$ cat config.mk
export PLATFORM = sky130hd
export DESIGN_NAME = fib_index_flat
export DESIGN_NICKNAME = d
export VERILOG_FILES = /design/src/rtl/fib_index_pkg.sv /design/src/rtl/fib_index_if.sv /design/src/rtl/fib_index.sv /design/src/flat_wrapper.sv
export SDC_FILE = /design/constraint.sdc
export NUM_CORES = 1
export LEC_CHECK = 0
export CAP_MARGIN = 40
export CORE_MARGIN = 2
export CORE_UTILIZATION = 50
export CTS_CLUSTER_DIAMETER = 40
export DETAILED_ROUTE_END_ITERATION = 6
export GPL_ROUTABILITY_DRIVEN = 1
export HOLD_SLACK_MARGIN = 0.1
export PLACE_DENSITY = 0.75
export SLEW_MARGIN = 10
export SYNTH_ARGS = -nofsm -noshare
export SYNTH_HDL_FRONTEND = slang
export SYNTH_SLANG_ARGS = --single-unit
export TNS_END_PERCENT = 5
$ cat constraint.sdc
create_clock -name clk -period 3.1 [get_ports clk]
set_input_delay 0.31 -clock clk [delete_from_list [all_inputs] [get_ports clk]]
set_output_delay 0.31 -clock clk [all_outputs]
set_load 0.05 [all_outputs]
$ cat src/rtl/fib_index_pkg.sv
// Shared definitions for the Fibonacci index lookup: widths and the FSM state
// encoding that is common with the forward Fibonacci circuit.
package fib_index_pkg;

  localparam int FIB_W       = 20;
  localparam int FIB_IDX_MAX = 31;
  localparam int FIB_IW      = $clog2(FIB_IDX_MAX + 1);

  typedef enum logic [1:0] {
    ST_IDLE = 2'b00,
    ST_OP   = 2'b01,
    ST_DONE = 2'b10
  } state_t;

endpackage

$ cat src/rtl/fib_index_if.sv
// start/ready/done_tick handshake plus the value and result buses of the
// Fibonacci index lookup.
interface fib_index_if
  import fib_index_pkg::*;
#(
  parameter int W  = FIB_W,
  parameter int IW = FIB_IW
);

  logic          start;
  logic [W-1:0]  f;
  logic          ready;
  logic          done_tick;
  logic [IW-1:0] idx;
  logic          exact;

  modport master (
    output start, f,
    input  ready, done_tick, idx, exact
  );

  modport slave (
    input  start, f,
    output ready, done_tick, idx, exact
  );

endinterface

$ cat src/rtl/fib_index.sv
// Iterative FSMD finding the smallest i with fib(i) >= f, and flagging whether
// f is itself a Fibonacci number.
module fib_index
  import fib_index_pkg::*;
#(
  parameter int W  = FIB_W,
  parameter int IW = FIB_IW
) (
  input  logic       clk,
  input  logic       reset,
  fib_index_if.slave bus
);

  state_t        state_reg, state_next;
  logic [W:0]    a_reg, a_next;
  logic [W:0]    b_reg, b_next;
  logic [IW-1:0] n_reg, n_next;
  logic [W-1:0]  f_reg, f_next;
  logic [IW-1:0] idx_reg, idx_next;
  logic          exact_reg, exact_next;

  always_ff @(posedge clk or posedge reset) begin
    if (reset) begin
      state_reg <= ST_IDLE;
      a_reg     <= '0;
      b_reg     <= '0;
      n_reg     <= '0;
      f_reg     <= '0;
      idx_reg   <= '0;
      exact_reg <= 1'b0;
    end else begin
      state_reg <= state_next;
      a_reg     <= a_next;
      b_reg     <= b_next;
      n_reg     <= n_next;
      f_reg     <= f_next;
      idx_reg   <= idx_next;
      exact_reg <= exact_next;
    end
  end

  always_comb begin
    state_next = state_reg;
    a_next     = a_reg;
    b_next     = b_reg;
    n_next     = n_reg;
    f_next     = f_reg;
    idx_next   = idx_reg;
    exact_next = exact_reg;
    case (state_reg)
      ST_IDLE: begin
        if (bus.start) begin
          f_next     = bus.f;
          a_next     = '0;
          b_next     = (W + 1)'(1);
          n_next     = '0;
          state_next = ST_OP;
        end
      end
      ST_OP: begin
        // b may wrap on the last step; it is discarded once a reaches f_reg
        if (a_reg >= {1'b0, f_reg}) begin
          idx_next   = n_reg;
          exact_next = (a_reg == {1'b0, f_reg});
          state_next = ST_DONE;
        end else begin
          a_next = b_reg;
          b_next = a_reg + b_reg;
          n_next = n_reg + IW'(1);
        end
      end
      ST_DONE: state_next = ST_IDLE;
      default: state_next = ST_IDLE;
    endcase
  end

  assign bus.ready     = (state_reg == ST_IDLE);
  assign bus.done_tick = (state_reg == ST_DONE);
  assign bus.idx       = idx_reg;
  assign bus.exact     = exact_reg;

endmodule

$ cat src/flat_wrapper.sv
// flat-port wrapper written by rule: the top's interface ports become plain ports
module fib_index_flat import fib_index_pkg::*;
#(
  parameter int W  = FIB_W,
  parameter int IW = FIB_IW
)
  (clk, reset, bus_start, bus_f, bus_ready, bus_done_tick, bus_idx, bus_exact);
  fib_index_if #(.W(W), .IW(IW)) bus_i ();
  input  logic clk;
  input  logic reset;
  input wire logic [$bits(bus_i.start)-1:0] bus_start;
  input wire logic [$bits(bus_i.f)-1:0] bus_f;
  output wire logic [$bits(bus_i.ready)-1:0] bus_ready;
  output wire logic [$bits(bus_i.done_tick)-1:0] bus_done_tick;
  output wire logic [$bits(bus_i.idx)-1:0] bus_idx;
  output wire logic [$bits(bus_i.exact)-1:0] bus_exact;
  assign bus_i.start = bus_start;
  assign bus_i.f = bus_f;
  assign bus_ready = bus_i.ready;
  assign bus_done_tick = bus_i.done_tick;
  assign bus_idx = bus_i.idx;
  assign bus_exact = bus_i.exact;
  fib_index #(.W(W), .IW(IW)) u_core (.clk(clk), .reset(reset), .bus(bus_i));
endmodule
# Yosys cells after proc, flatten, opt, wreduce, memory -nomap -nowiden

Index checks and enable logic that the tools add are counted.

Add/subtract/negate cells: 2
$lt $le $gt $ge: 1
Equal/unequal tests: 6
Muxes and demuxes: 12
Reduce and logical (&&, ||, !) cells: 6

Operators with widths:

| operator            | count |
|---|---|
| $mux 21             | 4 |
| $pmux 21 s2         | 2 |
| $add 21x21->21      | 1 |
| $eq 21x20->1        | 1 |
| $ge 21x20->1        | 1 |
| $mux 5              | 2 |
| $pmux 5 s2          | 1 |
| $reduce_and 2->1    | 3 |
| $add 5x1->5 const B | 1 |
| $mux 2              | 2 |
| $ne 2x2->1 const B  | 2 |
| $pmux 2 s2          | 1 |
| $reduce_and 3->1    | 1 |
| $eq 2x1->1 const B  | 1 |
| $eq 2x2->1 const B  | 1 |
| $logic_not 2->1     | 1 |
| $ne 2x1->1 const B  | 1 |
| $reduce_bool 2->1   | 1 |

Bits in registers: 75
Output and inout bits: 8

# Depth between registers and ports, before layout

Depth in word-level cells: 3
Mapped depth: 11
Depth with buffers taken out: 10

# Worst setup path after synthesis

No wires, ideal clock.

Path type: register to register
Start: register u_core.b_reg[13]
End: register u_core.b_reg[20]
Data arrival time: 2.086 ns
Data required time: 2.976 ns
Setup slack: 0.890 ns
Stages on the path, launching flop included: 9
Path buffers: 0
Clock period less this slack: 2.210 ns
Path through: dfrtp_1 ha_1 a21o_1 a21o_1 a221oi_2 a41oi_2 xnor2_1 and3_1 a211o_1

Cells in the longest elaborated chain, start to end: 3

RTL lines:

| item                   | RTL line        | RTL |
|---|---|---|
| from (decl)            | fib_index.sv:16 | `logic [W:0] b_reg, b_next;` |
| from (signal assigned) | fib_index.sv:34 | `b_reg <= b_next;` |
| $add 21x21->21         | fib_index.sv:68 | `b_next = a_reg + b_reg;` |
| $mux 21                | fib_index.sv:62 | `if (a_reg >= {1'b0, f_reg}) begin` |
| $pmux 21 s2            | fib_index.sv:50 | `case (state_reg)` |

Every way passes these cells. The select of a mux whose other input is x is not followed.
A chain may end at the register's enable or synchronous reset.

# Final worst setup path

Start: register u_core.a_reg[0]
End: register u_core.b_reg[7]

Cells in the longest elaborated chain, start to end: 3
Elaborated cells on any way between the ends: 6
Those cells by class: add/sub (1); order compare (1); eq/ne (1); mux (2); reduce/logical (1)

RTL lines:

| item                                            | RTL line                         | RTL |
|---|---|---|
| from (decl)                                     | fib_index.sv:15                  | `logic [W:0] a_reg, a_next;` |
| from (signal assigned)                          | fib_index.sv:33                  | `a_reg <= a_next;` |
| $add 21x21->21 or $ge 21x20->1 (tied branches)  | fib_index.sv:68, fib_index.sv:62 |  |
| $mux 21 or $ne 2x2->1 (tied branches)           | -                                |  |
| $pmux 21 s2 or $reduce_and 3->1 (tied branches) | -                                |  |

Several ways; a longest one is shown, not always the timed one. The select of a mux whose other input is x is not followed.

==> impl_results.md <==
- GR Util met3: 2.48%
- FP Rows: 34
- Outcome: complete, no violations
- Reg clk slew, reported paths: 0.08 ns
- Via count: 3476
- Die H: 98.8 um
- Worst Tran Pin Value: 0.706 ns
- Share of cells above drive strength 1: 7.92%
- Synth cell types: 57
- Initial antenna violation count: 0
- Worst Path Max Fanout: 38
- Routed wire length: 9.07 mm
- Total Die Area: 9760 sq um
- Met1 Resource Use GR: 27.6%
- Post-synth top area cell: dfrtp_1
- Clk Latency, worst-skew pair: 0.35 ns
- Worst path max stage delay: 0.45 ns
- CTS sink cnt: 75
- Grt met2 use: 32.2%
- Max_slew headroom: 52.9%
- WP data required: 3.30 ns
- Seq/Total Area, Yosys: 41.8%
- CP Class: reg -> reg
- Crit path time final: 2.72 ns
- Max VDD drop: 0.000383 V
- Initial DRC count: 145
- Die W: 98.8 um
- Fin util: 58.6%
- Cts bufs inserted: 9
- Final setup fails: 0
- Post-synth top cells: 106 x nand2_1, 75 x dfrtp_1, 58 x o21ai_0
- CP Depth: 9
- RSZ-0062 raised after global routing: false
- Syn-to-layout area delta: 13.7%
- First-pass GRT wire length: 15.8 mm
- Cell Chain, Critical Path: inv_1 -> ha_1 -> nand2b_1 -> a211o_1 -> a21oi_1 -> o21ai_2 -> nor3_4 -> buf_4 -> o21ai_0
- Hold Path Class: in -> async
- Hold Violations, Final: 0
- Total setup buffers inserted after CTS: 0
- Final worst-path cycle share: 87.7%
- Routed wire length per instance: 14.5 um
- Nets: 578
- H-tree depth: 3
- DP Wirelength: 6.60 mm
- Crit path max-delay cell type: nor3_4
- CTS resizes: 0
- Net Count, Synth: 550
- Leakage: 2.45 nW
- Setup TNS: 0 ns
- GPL Wtd Cong: 0.833
- Critical Path Sink Type: register
- Clk buf depth: 2
- Core area: 8720 sq um
- GRT Util Overall: 19.9%
- Share of the synthesized area in the top cell type: 41.8%
- Worst R2R Path Depth: 9
- Ports: 31
- Most used DFF post-synth: dfrtp_1
- Number of hold buffers added after cts: 0
- Root Buffer: clkbuf_8
- Initial Util: 51.5%
- Top post-synthesis cells by area: dfrtp_1 42%, ha_1 11%, nand2_1 8.9%
- Cells after Synth: 485
- Async SR Flop Fraction: 100%
- Clock Skews: 0.0111 ns
- Via density: 5.55
- Vias in the first global route: 3393
- Number of iterations in the first detailed-routing pass: 4
- ANT nets after route: 0
- Filler Cell Count: 739
- Post-synthesis area per instance: 9.26 sq um
- MaxCap Viol Count: 0
- Largest net degree at the start of global routing: 51
- CP delay by family, top: compound AO/OA/AOI/OAI gates
- Ys Warns: 0
- Count leader, synth: nand2_1
- CTS tree: yes
- Critical path buffers and inverters: 2
- Max Freq: 368 MHz
- Startpoint Class: register
- Port-buffer cells: 30
- # diodes: 0
- Final Max Tran Viols: 0
- Post-Syn Area: 4490 sq um
- Post-route DRC: 0
- Arr. time, crit path: 2.92 ns
- EDFF count, synth: 0
- Power per standard cell area: 954 nW/um^2
- Synthesized flop and latch total: 75
- Grt ovf: 0
- GRT busiest layer: met2
[worst paths after layout]
| check | startpoint | to | slack (ns) |
|---|---|---|---|
| max | u_core.a_reg[0] | u_core.b_reg[7] | 0.38 |
| min | reset | u_core.bus.idx[0] | 0.32 |
| max reg2reg | u_core.a_reg[0] | u_core.b_reg[7] | 0.38 |
| min reg2reg | u_core.bus.exact | u_core.bus.exact | 0.51 |
| max in group asynchronous | reset | u_core.f_reg[7] | 2.10 |
| min in group clk | bus_f[0] | u_core.f_reg[0] | 0.49 |
[power breakdown]
| part | switching [W] | internal [W] |
|---|---|---|
| clock network | 0.000380 | 0.000455 |
| logic | 0.00149 | 0.000961 |
| registers | 0.000242 | 0.00134 |
| total | 0.00211 | 0.00276 |
[metrics by stage]
step | area, sq um | hold WS (ns) | std cells | total power, W | worst slack, ns
after global routing | 5110 | 0.405 | 626 | 0.00532 | 0.187
after CTS | 5110 | 0.335 | 626 | 0.00491 | 0.376
after detailed placement | 4890 | 0.481 | 610 | 0.00406 | 0.424
final | 5110 | 0.325 | 626 | 0.00487 | 0.381
after floorplan | 4490 | 0.415 | 485 | 0.00352 | 0.880
after global placement | 4890 | 0.465 | 610 | 0.00395 | 0.524
[cell type report]
class / instances / area (sq um) / share of cell area [%]
Clock buffer: 10 / 128 / 2.50
Sequential cell: 75 / 1880 / 36.7
Timing Repair Buffer: 37 / 365 / 7.15
Inverter: 32 / 120 / 2.35
Clock inverter: 6 / 88.8 / 1.74
Tap cell: 108 / 135 / 2.65
Multi-Input combinational cell: 358 / 2390 / 46.9
[logic make-up after synthesis]
group | synth area share, %
AO/OA/AOI/OAI | 18.8
AND/OR/NAND/NOR | 16.5
adder cells (fa/ha/maj) | 11.9
XOR/XNOR | 3.12
buffers and inverters | 4.90
multiplexers | 3.06
flip-flops | 41.8
[cell usage in the layout (no fill, tap or decap), types with 9 or more instances in the layout]
cell type and instances:
clkdlybuf4s50_1 30, nand2_1 106, ha_1 41, xnor2_1 9, nor2_1 9, dfrtp_1 75, inv_1 31, a21oi_1 19
clkbuf_8 9, o21ai_0 58
[layer usage]
layer / routed length, um / vias to the layer above
met2: 4320 / 61
met3: 365 / 14
met1: 4240 / 1662
met4: 148 / 0
li1: - / 1739
met5: 0 / -
Note: power is estimated with default switching activity, not from simulation.
